[src/rtl/code_loader_pkg.sv]
// Shared types and constants for the boot-time code loader.
// Imported by the loader top and its word packer.
package code_loader_pkg;

  typedef enum logic [3:0] {
    IDLE,
    LEN_LO,
    LEN_HI,
    B0,
    B1,
    B2,
    CHK,
    DONE,
    ERROR
  } state_e;

  localparam logic [7:0] SYNC_BYTE = 8'hA5;
  localparam int BYTES_PER_WORD = 3;

endpackage

[src/rtl/loader_word_pack.sv]
// Byte-lane accumulator: packs three LE bytes into an 18-bit word.
// The top lane only carries bits [17:16]; any higher bit set is a bad byte.
module loader_word_pack
  import code_loader_pkg::*;
(
  input  logic        clock,
  input  logic        reset,
  input  logic        byte_valid,
  input  logic [1:0]  lane,
  input  logic [7:0]  data,
  output logic [17:0] word,
  output logic        word_ready,
  output logic        bad_byte
);

  logic [7:0] b0_q, b0_d;
  logic [7:0] b1_q, b1_d;
  logic       last_lane;

  assign last_lane = (lane == 2'(BYTES_PER_WORD - 1));

  always_comb begin
    b0_d = b0_q;
    b1_d = b1_q;
    if (byte_valid && lane == 2'd0) b0_d = data;
    if (byte_valid && lane == 2'd1) b1_d = data;
  end

  always_ff @(posedge clock or posedge reset) begin
    if (reset) begin
      b0_q <= '0;
      b1_q <= '0;
    end else begin
      b0_q <= b0_d;
      b1_q <= b1_d;
    end
  end

  assign word       = {data[1:0], b1_q, b0_q};
  assign word_ready = byte_valid && last_lane && (data[7:2] == 6'd0);
  assign bad_byte   = byte_valid && last_lane && (data[7:2] != 6'd0);

endmodule

[src/rtl/code_loader.sv]
// Boot loader: parses a UART frame, writes code RAM, and holds the
// processor in reset until a frame with a valid checksum has loaded.
module code_loader
  import code_loader_pkg::*;
#(
  parameter int ADDR_SIZE      = 18,
  parameter int WORD_SIZE      = 18,
  parameter int MEM_SIZE       = 1024,
  parameter int TIMEOUT_CYCLES = 100000
) (
  input  logic                 clock,
  input  logic                 reset,
  input  logic                 rx_valid,
  input  logic [7:0]           rx_data,
  output logic                 code_we,
  output logic [ADDR_SIZE-1:0] code_addr,
  output logic [WORD_SIZE-1:0] code_din,
  output logic                 processor_reset,
  output logic                 busy,
  output logic                 load_done,
  output logic                 load_error
);

  localparam int TW = $clog2(TIMEOUT_CYCLES + 1);

  state_e               state_q, state_d;
  logic [7:0]           len_lo_q, len_lo_d;
  logic [15:0]          len_q, len_d;
  logic [ADDR_SIZE-1:0] idx_q, idx_d;
  logic [7:0]           chk_q, chk_d;
  logic [TW-1:0]        tmo_q, tmo_d;
  logic                 we_q, we_d;
  logic [ADDR_SIZE-1:0] addr_q, addr_d;
  logic [WORD_SIZE-1:0] din_q, din_d;
  logic                 prst_q, prst_d;
  logic                 done_q, done_d;

  logic        busy_w;
  logic [15:0] len_w;
  logic [1:0]  lane;
  logic        pack_valid;
  logic [17:0] word;
  logic        word_ready;
  logic        bad_byte;
  logic        last_word;

  assign busy_w     = !(state_q inside {IDLE, DONE, ERROR});
  assign len_w      = {rx_data, len_lo_q};
  assign pack_valid = rx_valid && (state_q inside {B0, B1, B2});
  assign lane       = (state_q == B0) ? 2'd0 :
                      (state_q == B1) ? 2'd1 : 2'd2;
  assign last_word  = (idx_q == ADDR_SIZE'(len_q) - ADDR_SIZE'(1));

  loader_word_pack u_pack (
    .clock      (clock),
    .reset      (reset),
    .byte_valid (pack_valid),
    .lane       (lane),
    .data       (rx_data),
    .word       (word),
    .word_ready (word_ready),
    .bad_byte   (bad_byte)
  );

  always_comb begin
    state_d  = state_q;
    len_lo_d = len_lo_q;
    len_d    = len_q;
    idx_d    = idx_q;
    chk_d    = chk_q;
    tmo_d    = '0;
    we_d     = 1'b0;
    addr_d   = addr_q;
    din_d    = din_q;
    prst_d   = prst_q;
    done_d   = 1'b0;
    if (rx_valid) begin
      unique case (state_q)
        IDLE: begin
          if (rx_data == SYNC_BYTE) begin
            state_d = LEN_LO;
            idx_d   = '0;
            chk_d   = '0;
          end
        end
        LEN_LO: begin
          len_lo_d = rx_data;
          chk_d    = chk_q ^ rx_data;
          state_d  = LEN_HI;
        end
        LEN_HI: begin
          len_d = len_w;
          chk_d = chk_q ^ rx_data;
          if (len_w == 16'd0 || 32'(len_w) > MEM_SIZE) state_d = ERROR;
          else state_d = B0;
        end
        B0: begin
          chk_d   = chk_q ^ rx_data;
          state_d = B1;
        end
        B1: begin
          chk_d   = chk_q ^ rx_data;
          state_d = B2;
        end
        B2: begin
          chk_d = chk_q ^ rx_data;
          if (bad_byte) begin
            state_d = ERROR;
          end else if (word_ready) begin
            we_d    = 1'b1;
            addr_d  = idx_q;
            din_d   = WORD_SIZE'(word);
            idx_d   = idx_q + ADDR_SIZE'(1);
            state_d = last_word ? CHK : B0;
          end
        end
        CHK: begin
          if (rx_data == chk_q) begin
            state_d = DONE;
            done_d  = 1'b1;
            prst_d  = 1'b0;
          end else begin
            state_d = ERROR;
          end
        end
        DONE, ERROR: begin
          if (rx_data == SYNC_BYTE) begin
            state_d = LEN_LO;
            idx_d   = '0;
            chk_d   = '0;
            prst_d  = 1'b1;
          end
        end
        default: state_d = IDLE;
      endcase
    end else if (busy_w) begin
      // Gap between bytes inside a frame; abandon the frame when it runs out.
      if (tmo_q == TW'(TIMEOUT_CYCLES - 1)) state_d = ERROR;
      else tmo_d = tmo_q + TW'(1);
    end
  end

  always_ff @(posedge clock or posedge reset) begin
    if (reset) begin
      state_q  <= IDLE;
      len_lo_q <= '0;
      len_q    <= '0;
      idx_q    <= '0;
      chk_q    <= '0;
      tmo_q    <= '0;
      we_q     <= 1'b0;
      addr_q   <= '0;
      din_q    <= '0;
      prst_q   <= 1'b1;
      done_q   <= 1'b0;
    end else begin
      state_q  <= state_d;
      len_lo_q <= len_lo_d;
      len_q    <= len_d;
      idx_q    <= idx_d;
      chk_q    <= chk_d;
      tmo_q    <= tmo_d;
      we_q     <= we_d;
      addr_q   <= addr_d;
      din_q    <= din_d;
      prst_q   <= prst_d;
      done_q   <= done_d;
    end
  end

  assign code_we         = we_q;
  assign code_addr       = addr_q;
  assign code_din        = din_q;
  assign processor_reset = prst_q;
  assign busy            = busy_w;
  assign load_done       = done_q;
  assign load_error      = (state_q == ERROR);

endmodule

[config.mk]
export PLATFORM = sky130hd
export DESIGN_NAME = code_loader
export DESIGN_NICKNAME = d
export VERILOG_FILES = /design/src/rtl/code_loader_pkg.sv /design/src/rtl/loader_word_pack.sv /design/src/rtl/code_loader.sv
export SDC_FILE = /design/constraint.sdc
export NUM_CORES = 1
export LEC_CHECK = 0
export ABC_AREA = 1
export CAP_MARGIN = 20
export CORE_ASPECT_RATIO = 0.8
export CORE_MARGIN = 5
export CORE_UTILIZATION = 55
export CTS_CLUSTER_DIAMETER = 100
export DETAILED_ROUTE_END_ITERATION = 10
export PLACE_DENSITY = 0.82
export SYNTH_ARGS = -nofsm -noshare
export SYNTH_HDL_FRONTEND = slang
export SYNTH_SLANG_ARGS = --single-unit
[constraint.sdc]
create_clock -name clock -period 4 [get_ports clock]
set_input_delay 0.4 -clock clock [delete_from_list [all_inputs] [get_ports clock]]
set_output_delay 0.4 -clock clock [all_outputs]
set_load 0.02 [all_outputs]
Yosys cells after proc, flatten, opt, wreduce, memory -nomap -nowiden
Index checks and enable logic that the tools add are counted.
{"block": "totals", "mem_count": 0, "output_inout_bits": 41, "romBits": 0, "elab_cells": 101, "ramBits": 0, "reg_bits": 126, "latch_bits": 0}
{"block": "classes", "n_mux": 31, "bitwise": 2, "magnitude_cmp": 1, "n_shift": 0, "n_div": 0, "reduce_logical": 29, "eq_ne": 22, "n_mul": 0, "n_addsub": 3}
{"operator": "18-bit two-way mux", "count": 3}
{"operator": "17-bit two-way mux", "count": 3}
{"operator": "18-bit case mux with 2 select lines", "count": 1}
{"operator": "4-bit two-way mux", "count": 8}
{"operator": "4-bit case mux with 7 select lines", "count": 1}
{"operator": "18-bit by 1-bit adder with 18-bit output, second input constant", "count": 1}
{"operator": "18-bit equality test", "count": 1}
{"operator": "17-bit by 1-bit adder with 17-bit output, second input constant", "count": 1}
{"operator": "17-bit equality test, second input constant", "count": 1}
{"operator": "16-bit by 1-bit subtractor with 17-bit output, second input constant", "count": 1}
{"operator": "4-bit by 3-bit equality test with 1-bit output, second input constant", "count": 4}
{"operator": "16-bit by 11-bit > comparator with 1-bit output, second input constant", "count": 1}
{"operator": "16-bit zero test", "count": 1}
{"operator": "8-bit case mux with 2 select lines", "count": 1}
{"operator": "4-bit AND reduction", "count": 3}
{"operator": "1-bit two-way mux", "count": 9}
{"operator": "4-bit by 2-bit equality test with 1-bit output, second input constant", "count": 2}
{"operator": "8-bit equality test", "count": 1}
{"operator": "8-bit equality test, second input constant", "count": 1}
{"operator": "8-bit two-way mux", "count": 1}
{"operator": "2-bit inequality test, second input constant", "count": 4}
{"operator": "2-bit nonzero test", "count": 4}
{"operator": "8-bit bitwise XOR", "count": 1}
{"operator": "1-bit logical AND", "count": 6}
{"operator": "24 further kinds", "count": 28}

Longest topological paths before layout
{"block": "depth", "ltp_word": 10, "mapped_depth": 17, "ltp_nobuf": 17}

Cells and area by module
From an unflattened synthesis, not the netlist that was laid out.
{"block": "unflattened", "hier_cells": 836, "hier_area_um2": 6555.0}
{"module": "code_loader", "instances": 1, "cells_each": 761, "area_per_inst_um2": 5820.6, "seq_area_each_um2": 2753.9}
{"module": "loader_word_pack", "instances": 1, "cells_each": 75, "area_per_inst_um2": 734.5, "seq_area_each_um2": 400.4}

Least setup slack after synthesis
OpenSTA, ideal clock, no wires.
{"block": "synth_path", "path_kind": "reg2reg", "start": "register len_q[0]", "end": "register state_q[0]", "setup_ns": 0.116, "t_arrival_ns": 1.668, "slack_ns": 2.216, "required_time_ns": 3.884, "path_stages_with_launch": 16, "path_cell_list": "dfrtp_1 > inv_1 > ha_1 > nand2_1 > nor2_2 > nand2_1 > nand3_1 > nand2_1 > inv_1 > nand3_1 > nor2_1 > nand3_1 > nand2_1 > nand2_1 > nand2_1 > nand2_1"}
{"block": "synth_via", "elab_chain_len": 7}
{"item": "start: declaration", "line_no": "code_loader.sv:28", "text": "logic [15:0] len_q, len_d;"}
{"item": "start signal: assignment", "line_no": "code_loader.sv:159", "text": "len_q <= len_d;"}
{"item": "16-bit by 1-bit subtractor with 17-bit output", "line_no": "code_loader.sv:52", "text": "assign last_word = (idx_q == ADDR_SIZE'(len_q) - ADDR_SIZE'(1));"}
{"item": "18-bit equality test", "line_no": "code_loader.sv:52"}
{"item": "3-bit two-way mux", "line_no": "code_loader.sv:114", "text": "state_d = last_word ? CHK : B0;"}
{"item": "4-bit two-way mux", "line_no": "code_loader.sv:109", "text": "end else if (word_ready) begin"}
{"item": "4-bit two-way mux", "line_no": "code_loader.sv:107", "text": "if (bad_byte) begin"}
{"item": "4-bit case mux with 7 select lines", "line_no": "code_loader.sv:78", "text": "unique case (state_q)"}
{"item": "4-bit two-way mux", "line_no": "code_loader.sv:77", "text": "if (rx_valid) begin"}
{"item": "end signal: assignment", "line_no": "code_loader.sv:157", "text": "state_q <= state_d;"}
{"item": "end: declaration", "line_no": "code_loader.sv:26", "text": "state_e state_q, state_d;"}
Every way passes these cells. The select of a mux whose other input is x is not followed.
A chain may end at the register's enable or synchronous reset.

Worst setup path after layout
{"block": "layout_path", "start": "register state_q[2]", "end": "output busy"}
{"block": "layout_via", "elab_chain_len": 3, "word_cells_on_any_way": 5, "cone_classes": "eq/ne: 2; reduce/logical: 3"}
{"item": "4-bit by 3-bit equality test with 1-bit output, or another cell as far along", "line_no": "code_loader.sv:47", "text": "assign busy_w = !(state_q inside {IDLE, DONE, ERROR});"}
{"item": "3-bit nonzero test (*)", "line_no": "code_loader.sv:47"}
{"item": "1-bit zero test (*)", "line_no": "code_loader.sv:47"}
{"item": "end: declaration", "line_no": "code_loader.sv:19", "text": "output logic busy,"}
Mark *: on every way between the ends. The rest lies on a longest branch, timed or not.

==> run_results.csv <==
group,metric,value,unit
run_status,status,"finished clean",
routing,drc_errors,0,
hold_path,hold_class,"reg2reg",
synthesis,async_flop_share,100.0,%
routing,final_antenna_net_count,0,
setup_path,cpMaxStageDelayCell,"clkdlybuf4s50_1",
timing,finalClockSkew,0.007130,ns
synthesis,synth-main-ff-cell,"dfrtp_1",
clocking,htreeDepth,4,
synthesis,ys_seq_area_share,49.10,%
synthesis,netlist.area_leader.share,48.69,%
final_layout,multiInputGateArea,2820,um2
clocking,cts.sink_count,126,
placement,place_area,7034,um2
global_route,grt.total_usage,23.16,%
synthesis,synth_nets,828,
die,dieWidth,130.8,um
die,die_area,13950,um2
final_layout,area.sequential,3154,um2
timing,post-route-min-period,2.852,ns
synthesis,synth_edf_count,0,
global_route,grt_pass1_wl,25770,um
run,maxCapViolCount,0,
routing,drt_wl_total,15050,um
routing,vias,5544,
routing,dr.pass1.iters,5,
final_layout,n_antenna_cell,0,
clocking,cts_resized,0,
placement,portBuffers,51,
global_route,gr-total-overflow,0,
final_layout,drive_above_1_share,7.859,%
timing,drv_slew,0,
power_and_ir_drop,vdd_ir_drop_max,0.5843,mV
placement,routabilityCongestion,0.8944,
setup_path,worstSetupPathType,"reg2out",
synthesis,netlist_top_cells_area,"dfrtp_1, nand2_1, nor2_1, inv_1, o21ai_0",
final_layout,nFillCells,916,
synthesis,synth_top_area_cell,"dfrtp_1",
synthesis,ys_seq_elements,126,
synthesis,synth_cell_types,44,
setup_path,startpoint_type,"register",
final_layout,nets,879,
synthesis,ys_warn_count,0,
synthesis,syn_inst,814,
timing,tightest_slew,0.8809,ns
clocking,clockBufferDepth,2,
die,fp.dieH,106.7,um
setup_path,cp_max_fo,24,
global_route,antenna_found_initial,0,
die,io_pins,52,
setup_path,critical-path-max-stage-delay,0.74,ns
setup_path,crit_chain,"inv_1 > nor2_2 > inv_1 > nor2_4 > nor2_4 > clkdlybuf4s50_1",
die,coreArea,11470,um2
setup_path,worstPathArrival,2.45,ns
die,start_util,55.99,%
timing,final.setup.tns,0,ns
clocking,clk_latency,0.42,ns
global_route,grt_max_degree,71,
clocking,root_buffer,"clkbuf_16",
setup_path,endpoint_kind,"primary output",
clocking,cts_tree,"done",
timing,setup-violations-final,0,
power_and_ir_drop,p_leak,3.660,nW
setup_path,critPathRequiredTime,3.60,ns
power_and_ir_drop,p_per_area,691.8,nW/um2
timing,clock.fmax,350.6,MHz
routing,routedWlPerCell,14.67,um
final_layout,area_growth,19.42,%
timing,hold_viol,0,
clocking,path_clk_slew,0.06,ns
final_layout,design_area,7671,um2
clocking,cts_hold_buf,0,
synthesis,synth_area,6424,um2
global_route,grt_pass1_vias,5434,
timing,period_share,71.30,%
die,row_count,35,
routing,drt-initial-drc-count,415,
routing,via_per_inst,5.404,
timing,relSlewSlack,41.27,%
clocking,cts_made_buffers,17,
placement,hpwl,10270,um
timing,hold_ws,0.4656,ns
synthesis,post_synth.cell_area_avg,7.891,um2
timing,rsz0062_at_grt,"no",
clocking,cts_setup_buffers,0,
==> cell type report <==
type / count / share of cell area, %
timing repair buffer: 53 / 7.014
tap: 148 / 2.414
multi-input combinational: 578 / 36.76
clock inverter: 15 / 2.756
clock buffer: 17 / 5.546
sequential: 126 / 41.12
inverter: 89 / 4.388
==> critical path, delay by kind of cell (launching register included) <==
family	cells	cell delay, ns
buf+inv	3	0.98
flops	1	0.42
simple gates	3	0.64
==> path summary, 6_finish.rpt <==
| check | start | end | slack (ns) | depth (start not counted) |
|---|---|---|---|---|
| setup / recovery | state_q[2] | busy | 1.15 | 6 |
| hold / removal | tmo_q[0] | tmo_q[0] | 0.47 | 1 |
| setup reg to reg | state_q[2] | idx_q[2] | 1.30 | 12 |
| hold reg to reg | tmo_q[0] | tmo_q[0] | 0.47 | 1 |
| max in group asynchronous | reset | processor_reset | 2.70 | 3 |
| min in group asynchronous | reset | tmo_q[7] | 0.52 | 2 |
==> state kept, by name, indices dropped and copies added, names as in the netlist, 4 cells and up <==
signal and cells:
state_q 4, u_pack.b0_q 8, code_din 18, u_pack.b1_q 8, len_lo_q 8, len_q 16
idx_q 18, tmo_q 17, chk_q 8, code_addr 18
==> synth_stat cells, types with 2 or more instances <==
library cell and n:
o21ai_1 23, or2_2 2, nor4_1 5, nor3_1 10
inv_1 80, clkbuf_1 8, nor2_1 81, nor2_8 2
nor3b_1 5, nand2_1 250, o21ai_2 4, nand4_1 18
o21a_1 2, buf_6 3, inv_2 9, xnor2_1 7
nand4_2 3, nor2_2 6, o21bai_1 3, buf_2 7
ha_1 3, nand3_1 50, o21ai_0 57, xor2_1 22
nand3b_1 3, nor2_4 3, a21oi_1 7, dfrtp_1 125
==> power by group <==
part / switching, mW / internal (mW) / total, mW
clock network: 0.611 / 1.05 / 1.66
logic: 1.15 / 0.606 / 1.75
registers: 0.319 / 1.57 / 1.89
total: 2.08 / 3.23 / 5.31
==> cell usage in the layout (no fill, tap or decap), types with 6 or more instances in the layout <==
cell | netlist | final
a21oi_1 | 7 | 7
nor3_1 | 10 | 10
xor2_1 | 22 | 22
nand2_1 | 250 | 250
nand3_1 | 50 | 50
clkbuf_16 | 0 | 17
inv_1 | 80 | 79
clkdlybuf4s50_1 | 0 | 51
nor2_1 | 81 | 81
dfrtp_1 | 125 | 125
nand4_1 | 18 | 18
o21ai_0 | 57 | 57
inv_2 | 9 | 9
nor2_2 | 6 | 6
xnor2_1 | 7 | 7
o21ai_1 | 23 | 23
==> cells by family after synthesis <==
group,after synthesis,share of synthesized area (%)
AO/OA/AOI/OAI,101,8.492
AND/OR/NAND/NOR,444,30.52
XOR/XNOR,30,4.305
flip-flops,126,49.10
buffers and inverters,110,6.992
adder cells (fa/ha/maj),3,0.5844
==> per-layer routing <==
| metal | GRT usage (%) | wire [um] |
|---|---|---|
| met5 | 0 | 0 |
| met4 | 6.094 | 154 |
| met3 | 5.777 | 966 |
| met2 | 36.02 | 7088 |
| met1 | 32.54 | 6842 |
==> stage by stage <==
step	cells	power [mW]	util, %	worst slack (ns)
floorplan	814	3.169	-	0.2457
global placement	994	3.543	61.31	1.243
detailed placement	994	3.591	61.31	1.186
CTS	1026	5.301	66.86	1.161
global route	1026	5.676	66.86	1.075
finish	1026	5.307	66.86	1.148
(Power assumes the default switching activity.)
